[src/rtl/im_pkg.sv]
// Shared types and constants for the instruction-memory access arbiter.
package im_pkg;

    typedef enum logic [1:0] {
        ST_RUN  = 2'd0,
        ST_LOCK = 2'd1,
        ST_REL  = 2'd2
    } im_state_e;

    localparam logic [31:0] IM_PC_BASE = 32'h0000_3000;
    localparam logic [31:0] IM_NOP     = 32'h0000_0000;

endpackage

[src/rtl/im_addr_xlate.sv]
// Fetch/loader address translation: PC offset, word indices, range fault and,
// with IM_MISALIGN_TRAP_EN defined, a misaligned-fetch fault. Purely combinational.
module im_addr_xlate
    import im_pkg::*;
#(
    parameter int          ADDR_W  = 12,
    parameter logic [31:0] PC_BASE = IM_PC_BASE
) (
    input  logic [31:0]       f_pc_i,
    input  logic [31:0]       l_addr_i,
    output logic [31:0]       off_o,
    output logic [ADDR_W-1:0] f_idx_o,
    output logic [ADDR_W-1:0] l_idx_o,
    output logic              range_flt_o,
    output logic              misalign_flt_o
);

    logic unused_l_bits;

    assign off_o   = f_pc_i - PC_BASE;
    assign f_idx_o = off_o[ADDR_W+1:2];
    assign l_idx_o = l_addr_i[ADDR_W+1:2];

    // PCs below the base wrap to huge offsets, so one upper-bit test covers both ends.
    assign range_flt_o = |off_o[31:ADDR_W+2];

`ifdef IM_MISALIGN_TRAP_EN
    assign misalign_flt_o = |f_pc_i[1:0];
`else
    assign misalign_flt_o = 1'b0;
`endif

    assign unused_l_bits = ^{l_addr_i[31:ADDR_W+2], l_addr_i[1:0]};

endmodule

[src/rtl/im_access_arbiter.sv]
// Arbitrates fetch and loader ports onto one single-port sync instruction memory,
// with starvation guard and loader lock; optional IM_MISALIGN_TRAP_EN fetch trap.
module im_access_arbiter
    import im_pkg::*;
#(
    parameter int          ADDR_W     = 12,
    parameter logic [31:0] PC_BASE    = IM_PC_BASE,
    parameter int          STARVE_MAX = 4
) (
    input  logic              clk,
    input  logic              reset,
    input  logic              f_req,
    input  logic [31:0]       f_pc,
    output logic              f_gnt,
    output logic              f_rvalid,
    output logic [31:0]       f_instr,
    output logic              f_fault,
    input  logic              l_req,
    input  logic              l_we,
    input  logic              l_lock,
    input  logic [31:0]       l_addr,
    input  logic [31:0]       l_wdata,
    output logic              l_gnt,
    output logic              l_rvalid,
    output logic [31:0]       l_rdata,
    output logic              mem_en,
    output logic              mem_we,
    output logic [ADDR_W-1:0] mem_addr,
    output logic [31:0]       mem_wdata,
    input  logic [31:0]       mem_rdata
);

    localparam int            SW         = $clog2(STARVE_MAX + 1);
    localparam logic [SW-1:0] STARVE_LIM = SW'(STARVE_MAX);

    im_state_e         state_q, state_d;
    logic [SW-1:0]     starve_q, starve_d;
    logic              f_pend_q, f_flt_q, l_pend_q;
    logic [31:0]       f_hold_q, l_hold_q;

    logic [31:0]       xl_off_unused;
    logic [ADDR_W-1:0] f_idx, l_idx;
    logic              range_flt, misalign_flt, f_flt;

    im_addr_xlate #(.ADDR_W(ADDR_W), .PC_BASE(PC_BASE)) u_xlate (
        .f_pc_i         (f_pc),
        .l_addr_i       (l_addr),
        .off_o          (xl_off_unused),
        .f_idx_o        (f_idx),
        .l_idx_o        (l_idx),
        .range_flt_o    (range_flt),
        .misalign_flt_o (misalign_flt)
    );

    assign f_flt = range_flt | misalign_flt;

    always_comb begin
        f_gnt = 1'b0;
        l_gnt = 1'b0;
        case (state_q)
            ST_LOCK: l_gnt = l_req;
            ST_REL:  f_gnt = f_req;
            default: begin
                l_gnt = l_req && (!f_req || starve_q == STARVE_LIM);
                f_gnt = f_req && !l_gnt;
            end
        endcase
    end

    // Faulting fetches still take the grant slot but never touch the array.
    always_comb begin
        mem_en    = 1'b0;
        mem_we    = 1'b0;
        mem_addr  = f_idx;
        mem_wdata = '0;
        if (l_gnt) begin
            mem_en    = 1'b1;
            mem_we    = l_we;
            mem_addr  = l_idx;
            mem_wdata = l_wdata;
        end else if (f_gnt) begin
            mem_en = !f_flt;
        end
    end

    always_comb begin
        starve_d = starve_q;
        if (state_q == ST_REL || l_gnt || !l_req) begin
            starve_d = '0;
        end else if (f_gnt && starve_q != STARVE_LIM) begin
            starve_d = starve_q + 1'b1;
        end
    end

    always_comb begin
        state_d = state_q;
        case (state_q)
            ST_LOCK: state_d = l_lock ? ST_LOCK : ST_REL;
            ST_REL:  state_d = l_lock ? ST_LOCK : ST_RUN;
            default: state_d = l_lock ? ST_LOCK : ST_RUN;
        endcase
    end

    assign f_rvalid = f_pend_q;
    assign f_fault  = f_flt_q;
    assign f_instr  = f_pend_q ? (f_flt_q ? IM_NOP : mem_rdata) : f_hold_q;
    assign l_rvalid = l_pend_q;
    assign l_rdata  = l_pend_q ? mem_rdata : l_hold_q;

    always_ff @(posedge clk or negedge reset) begin
        if (!reset) begin
            state_q  <= ST_RUN;
            starve_q <= '0;
            f_pend_q <= 1'b0;
            f_flt_q  <= 1'b0;
            l_pend_q <= 1'b0;
            f_hold_q <= '0;
            l_hold_q <= '0;
        end else begin
            state_q  <= state_d;
            starve_q <= starve_d;
            f_pend_q <= f_gnt;
            f_flt_q  <= f_gnt && f_flt;
            l_pend_q <= l_gnt && !l_we;
            if (f_pend_q) f_hold_q <= f_instr;
            if (l_pend_q) l_hold_q <= l_rdata;
        end
    end

endmodule

[config.mk]
export PLATFORM = sky130hd
export DESIGN_NAME = im_access_arbiter
export DESIGN_NICKNAME = d
export VERILOG_FILES = /design/src/rtl/im_pkg.sv /design/src/rtl/im_addr_xlate.sv /design/src/rtl/im_access_arbiter.sv
export SDC_FILE = /design/constraint.sdc
export NUM_CORES = 1
export LEC_CHECK = 0
export ABC_AREA = 1
export CAP_MARGIN = 15
export CELL_PAD_IN_SITES_DETAIL_PLACEMENT = 0
export CELL_PAD_IN_SITES_GLOBAL_PLACEMENT = 2
export CORE_MARGIN = 2
export CORE_UTILIZATION = 19
export CTS_BUF_LIST = sky130_fd_sc_hd__clkbuf_4 sky130_fd_sc_hd__clkbuf_8
export CTS_CLUSTER_SIZE = 30
export DETAILED_ROUTE_END_ITERATION = 10
export PLACE_DENSITY = 0.78
export SLEW_MARGIN = 15
export SYNTH_ARGS = -nofsm -noshare
export SYNTH_HDL_FRONTEND = slang
export SYNTH_SLANG_ARGS = --single-unit
[constraint.sdc]
create_clock -name clk -period 2.2 [get_ports clk]
set_clock_uncertainty 0.05 [all_clocks]
set_input_delay 0.44 -clock clk [delete_from_list [all_inputs] [get_ports clk]]
set_output_delay 0.44 -clock clk [all_outputs]
set_load 0.1 [all_outputs]
# Word-level counts from Yosys, hierarchy flattened
# Cells that the tools add are included.
# word_totals
reg_bits	72
latch_bits	0
mem_bits_rw	0
romBits	0
inputBits	134
out_inout_bits	115
word_cells	43
mem_count	0
# classes
addsub	2
mul	0
div_mod_pow	0
order_cmp	0
n_eq_ne	4
shift	0
n_mux	15
bitwise	0
reduce_logical	15
# op_table
op	count
$mux 32	4
$sub 32x14->32 const B	1
$reduce_or 18->1	1
$mux 12	1
$mux 3	2
$logic_and 1x1->1	5
$logic_not 1->1	5
$mux 1	4
$mux 2	2
$pmux 1 s2	2
$add 3x1->3 const B	1
$eq 3x3->1 const B	1
$logic_or 1x1->1	3
$ne 3x3->1 const B	1
$eq 2x1->1 const B	1
$eq 2x2->1 const B	1
$reduce_bool 2->1	1

# Longest topological paths before layout
# Gate-level depths: netlist of run 1.
# logic_depth
depth_word	9
ltp_mapped	13
mapped_depth_nobuf	13

# Hierarchy
# Synthesis of run 1 repeated with hierarchy kept, for this count alone.
# unflattened
cells_unflattened	654
area_unflattened_um2	4802.1
# by_module_without_submodules
module	n_inst	cells_per_inst	area_per_inst_um2	seq_area_each_um2
im_access_arbiter	1	476	3871.2	1801.7
im_addr_xlate	1	178	930.9	0.0

# Worst setup path after synthesis of run 1
# OpenSTA, ideal clock, no wires.
# synth_path
path_kind	reg-to-output
start	register f_pend_q, in the netlist f_rvalid
end	output f_instr[31]
arrival_ns	3.188
required_time_ns	1.710
setup_slack_ns	-1.478
path_stages_with_launch	3
path_buffers	1
cell_sequence	dfrtp_1 > clkbuf_1 > o21ai_0
# synth_via
elab_chain_len	1
# synth_rtl
element	line	text
start, declared	im_access_arbiter.sv:38	logic f_pend_q, f_flt_q, l_pend_q;
start signal, assigned	im_access_arbiter.sv:122	f_pend_q <= f_gnt;
$mux 32	im_access_arbiter.sv:106	assign f_instr = f_pend_q ? (f_flt_q ? IM_NOP : mem_rdata) : f_hold_q;
end, declared	im_access_arbiter.sv:16	output logic [31:0] f_instr,
# Every way passes these cells.

# Worst setup path after layout of run 1
# layout_path
start	input l_req
end	output mem_wdata[28]
# layout_via
elab_chain_len	3
# layout_rtl
element	line	text
start, declared	im_access_arbiter.sv:18	input logic l_req,
$logic_and 1x1->1	im_access_arbiter.sv:64	l_gnt = l_req && (!f_req || starve_q == STARVE_LIM);
$pmux 1 s2 *	im_access_arbiter.sv:60	case (state_q)
$mux 32 *	im_access_arbiter.sv:76	if (l_gnt) begin
end, declared	im_access_arbiter.sv:29	output logic [31:0] mem_wdata,
# Mark *: on every way between the ends. The rest lies on a longest branch, timed or not.

==> results of run 1 <==
-- area by class of cell --
cell class,count,area [um2]
Clock buffer,9,124
Clock inverter,7,95.1
Fill cell,1967,11300
Inverter,121,474
Multi-Input combinational cell,366,3330
Sequential cell,72,1810
Tap cell,280,350
Timing Repair Buffer,301,4260
-- sequential cells by signal (all words and copies together) (netlist names) --
name      flops
f_hold_q     32
l_hold_q     32
starve_q      3
state_q       2
f_fault       1
f_rvalid      1
l_rvalid      1
-- worst max-delay path by stage --
| stage | from | to | slack, ns | depth (start not counted) |
|---|---|---|---|---|
| after floorplan | state_q[0] | mem_en | -0.08 | 7 |
| after global placement | f_pc[12] | mem_en | -0.69 | 14 |
| after detailed placement | f_pc[12] | mem_en | -0.72 | 14 |
| after CTS | starve_q[0] | mem_wdata[30] | -0.24 | 11 |
| after global routing | f_pc[26] | mem_en | -0.35 | 13 |
| final | l_req | mem_wdata[28] | -0.26 | 8 |
-- kinds of logic after synthesis --
| group | after synthesis |
|---|---|
| buf+inv | 150 |
| compound gates | 136 |
| mux | 2 |
| fa+ha+maj | 5 |
| xor+xnor | 3 |
| simple gates | 219 |
| flops | 72 |
-- per-layer routing --
| metal | up-vias | routed length, um |
|---|---|---|
| met5 | - | 0 |
| met4 | 0 | 144 |
| met3 | 11 | 1090 |
| met2 | 134 | 7670 |
| met1 | 2248 | 6770 |
| li1 | 2447 | - |
-- critical path: stages --
cell and delay, ns:
clkdlybuf4s50_1 0.61, nand3_4 0.15, nand2_8 0.13, inv_16 0.06, clkbuf_16 0.16, buf_12 0.13, nor2_4 0.09, buf_12 0.18
-- synthesized netlist by cell type (all sizes together) --
master	number
nand2	92
inv	121
o21ai	7
o21a	1
nor3	1
o22ai	62
xnor2	2
o31ai	1
nand3	17
buf	7
ha	5
a21oi	65
clkbuf	22
nand3b	5
nand4	4
xor2	1
nor2	100
mux2	2
dfrtp	72
-- repair_timing --
| action | in CTS | in global routing |
|---|---|---|
| cloned | 3 | 3 |
| hold endpoints to repair | 32 | 0 |
| setup endpoints to repair | 78 | 86 |
| gates resized for setup | 115 | 67 |
| buffers inserted | 20 | 9 |
| pin swaps | 35 | 32 |
| hold buffers | 1 | 0 |
-- through the flow --
step | hold WS (ns) | area, um2 | setup TNS, ns | worst slack [ns] | power [mW]
after global placement | 0.385 | 9410 | -4.64 | -0.687 | 7.69
after CTS | 0.465 | 10100 | -7.82 | -0.243 | 9.06
after detailed placement | 0.385 | 9410 | -4.46 | -0.723 | 7.73
final | 0.459 | 10400 | -7.33 | -0.257 | 9.07
after floorplan | 0.0944 | 5510 | -1.47 | -0.0816 | 5.62
after global routing | 0.478 | 10400 | -11.24 | -0.354 | 9.45
-- where the power goes --
part	internal (mW)	switching, mW
sequential	1.60	0.0914
clock	0.640	0.527
combinational	2.28	3.93
==> impl_metrics.yaml, run 1 <==
synth:
  synth.top_cell.area_share_pct: 43.0
  synth_compound_area_share_pct: 18.3
  yosys_warnings: 0
  synth-seq-cells: 72
  synthMuxAreaShare_pct: 0.538
  yosysSeqAreaShare_pct: 43.0
  synth_fp_nets: 726
  synth.distinct_cells: 27
  synth.largest_area_cell: "dfrtp_1"
  netlist_top_cells_area: "dfrtp_1 43%, inv_1 11%, o22ai_1 9.3%, nor2_1 8.1%, nand2_1 7.8%"
  synth_area_per_cell_um2: 7.14
  synthAdderAreaFrac_pct: 1.49
  synthSimpleGateAreaFrac_pct: 22.4
  syn_inst: 587
  synth_xor_area_share_pct: 0.627
  synth_area_um2: 4190
  synth_top_family_by_area: "simple AND/OR/NAND/NOR gates"
placed_design:
  detailed_place_hpwl_um: 11700
  port_buffers: 226
  gp_congestion: 0.781
  placed_cells: 1105
detailed_routing:
  drt_iter0_markers: 107
  via_per_inst: 4.19
  finalWirelength_um: 15700
  vias: 4840
  ant_nets: 0
  first_pass_iters: 4
  drc: 0
  wl_per_cell_um: 13.6
cts:
  htree_num_levels: 3
  clockBufferDepth: 2
  cts_sinks: 72
  numCtsBuffers: 9
  clk_pin_slew_worst_paths_ns: 0.08
  clock_latency_ns: 0.34
  cts_root_buffer: "clkbuf_8"
  cts_tree: "yes"
grt:
  grt_pass1_wl_um: 25700
  antenna_found_initial: 0
  grt-ovfl-total: 0
  busiest_layer: "met2"
  grt_max_degree: 41
  gr-usage-met2_pct: 22.7
  grt_pass1_vias: 5084
  use_met1_pct: 16.7
  grt_use_total_pct: 13.4
  met3_usage_pct: 4.44
power:
  irDropWorstVdd_mv: 0.336
  leakagePower_nw: 4.53
  p_per_area_nw_per_um2: 868
sta:
  slew_headroom_pct: 68.6
  max_freq_mhz: 407
  worstMarginPinSlew_ns: 0.471
  period_minus_slack_ns: 2.46
  finalSetupViolCount: 48
  fin_crit_sh_pct: 112
  slew_viol_final: 0
  rsz0062_at_grt: "true"
  finalHoldViolations: 0
  fin_ws_ns: -0.257
critical_path:
  r2r-start: "state_q[1]"
  cp.arrival_ns: 1.97
  cp.required_ns: 1.71
  r2r-end: "starve_q[2]"
  cp-start-kind: "primary input"
  worstPathMaxFanout: 8
  setup.worst_path.class: "in -> out"
  cp-end-kind: "primary output"
  rrSetupSlack_ns: 0.39
  reg2reg_depth: 9
layout:
  drive_gt1_share_pct: 47.6
  area_growth_pct: 149
  final_common_cell: "buf_12"
  num-nets-final: 1010
  fin_cells: 1156
  layout_common_cells: "127 x buf_12, 111 x inv_1, 91 x clkdlybuf4s50_1"
  n_antenna_cell: 0
  final_util_pct: 48.0
hold_path:
  holdPathStages: 1
  hp-start: "l_hold_q[31]"
  hold_class: "reg -> reg"
  hold-path-endpoint: "l_hold_q[31]"
status:
  status: "complete, but fails checks"
  failed_checks: "setup timing"
die:
  initial_core_util_pct: 19.3
  dieWidth_um: 152
  core_um2: 21800
  ios: 249
  num_rows: 54
  dieArea_um2: 23300
  die_y_um: 152
flow_run:
  maxCapViolations: 0
Power figures use the tool's default switching activity.
==> run 2: changes to the inputs <==
CAP_MARGIN = 20   (was 15)
==> results of run 2 <==
Same layout as run 1: the final DEF is identical, and so are final timing and power.
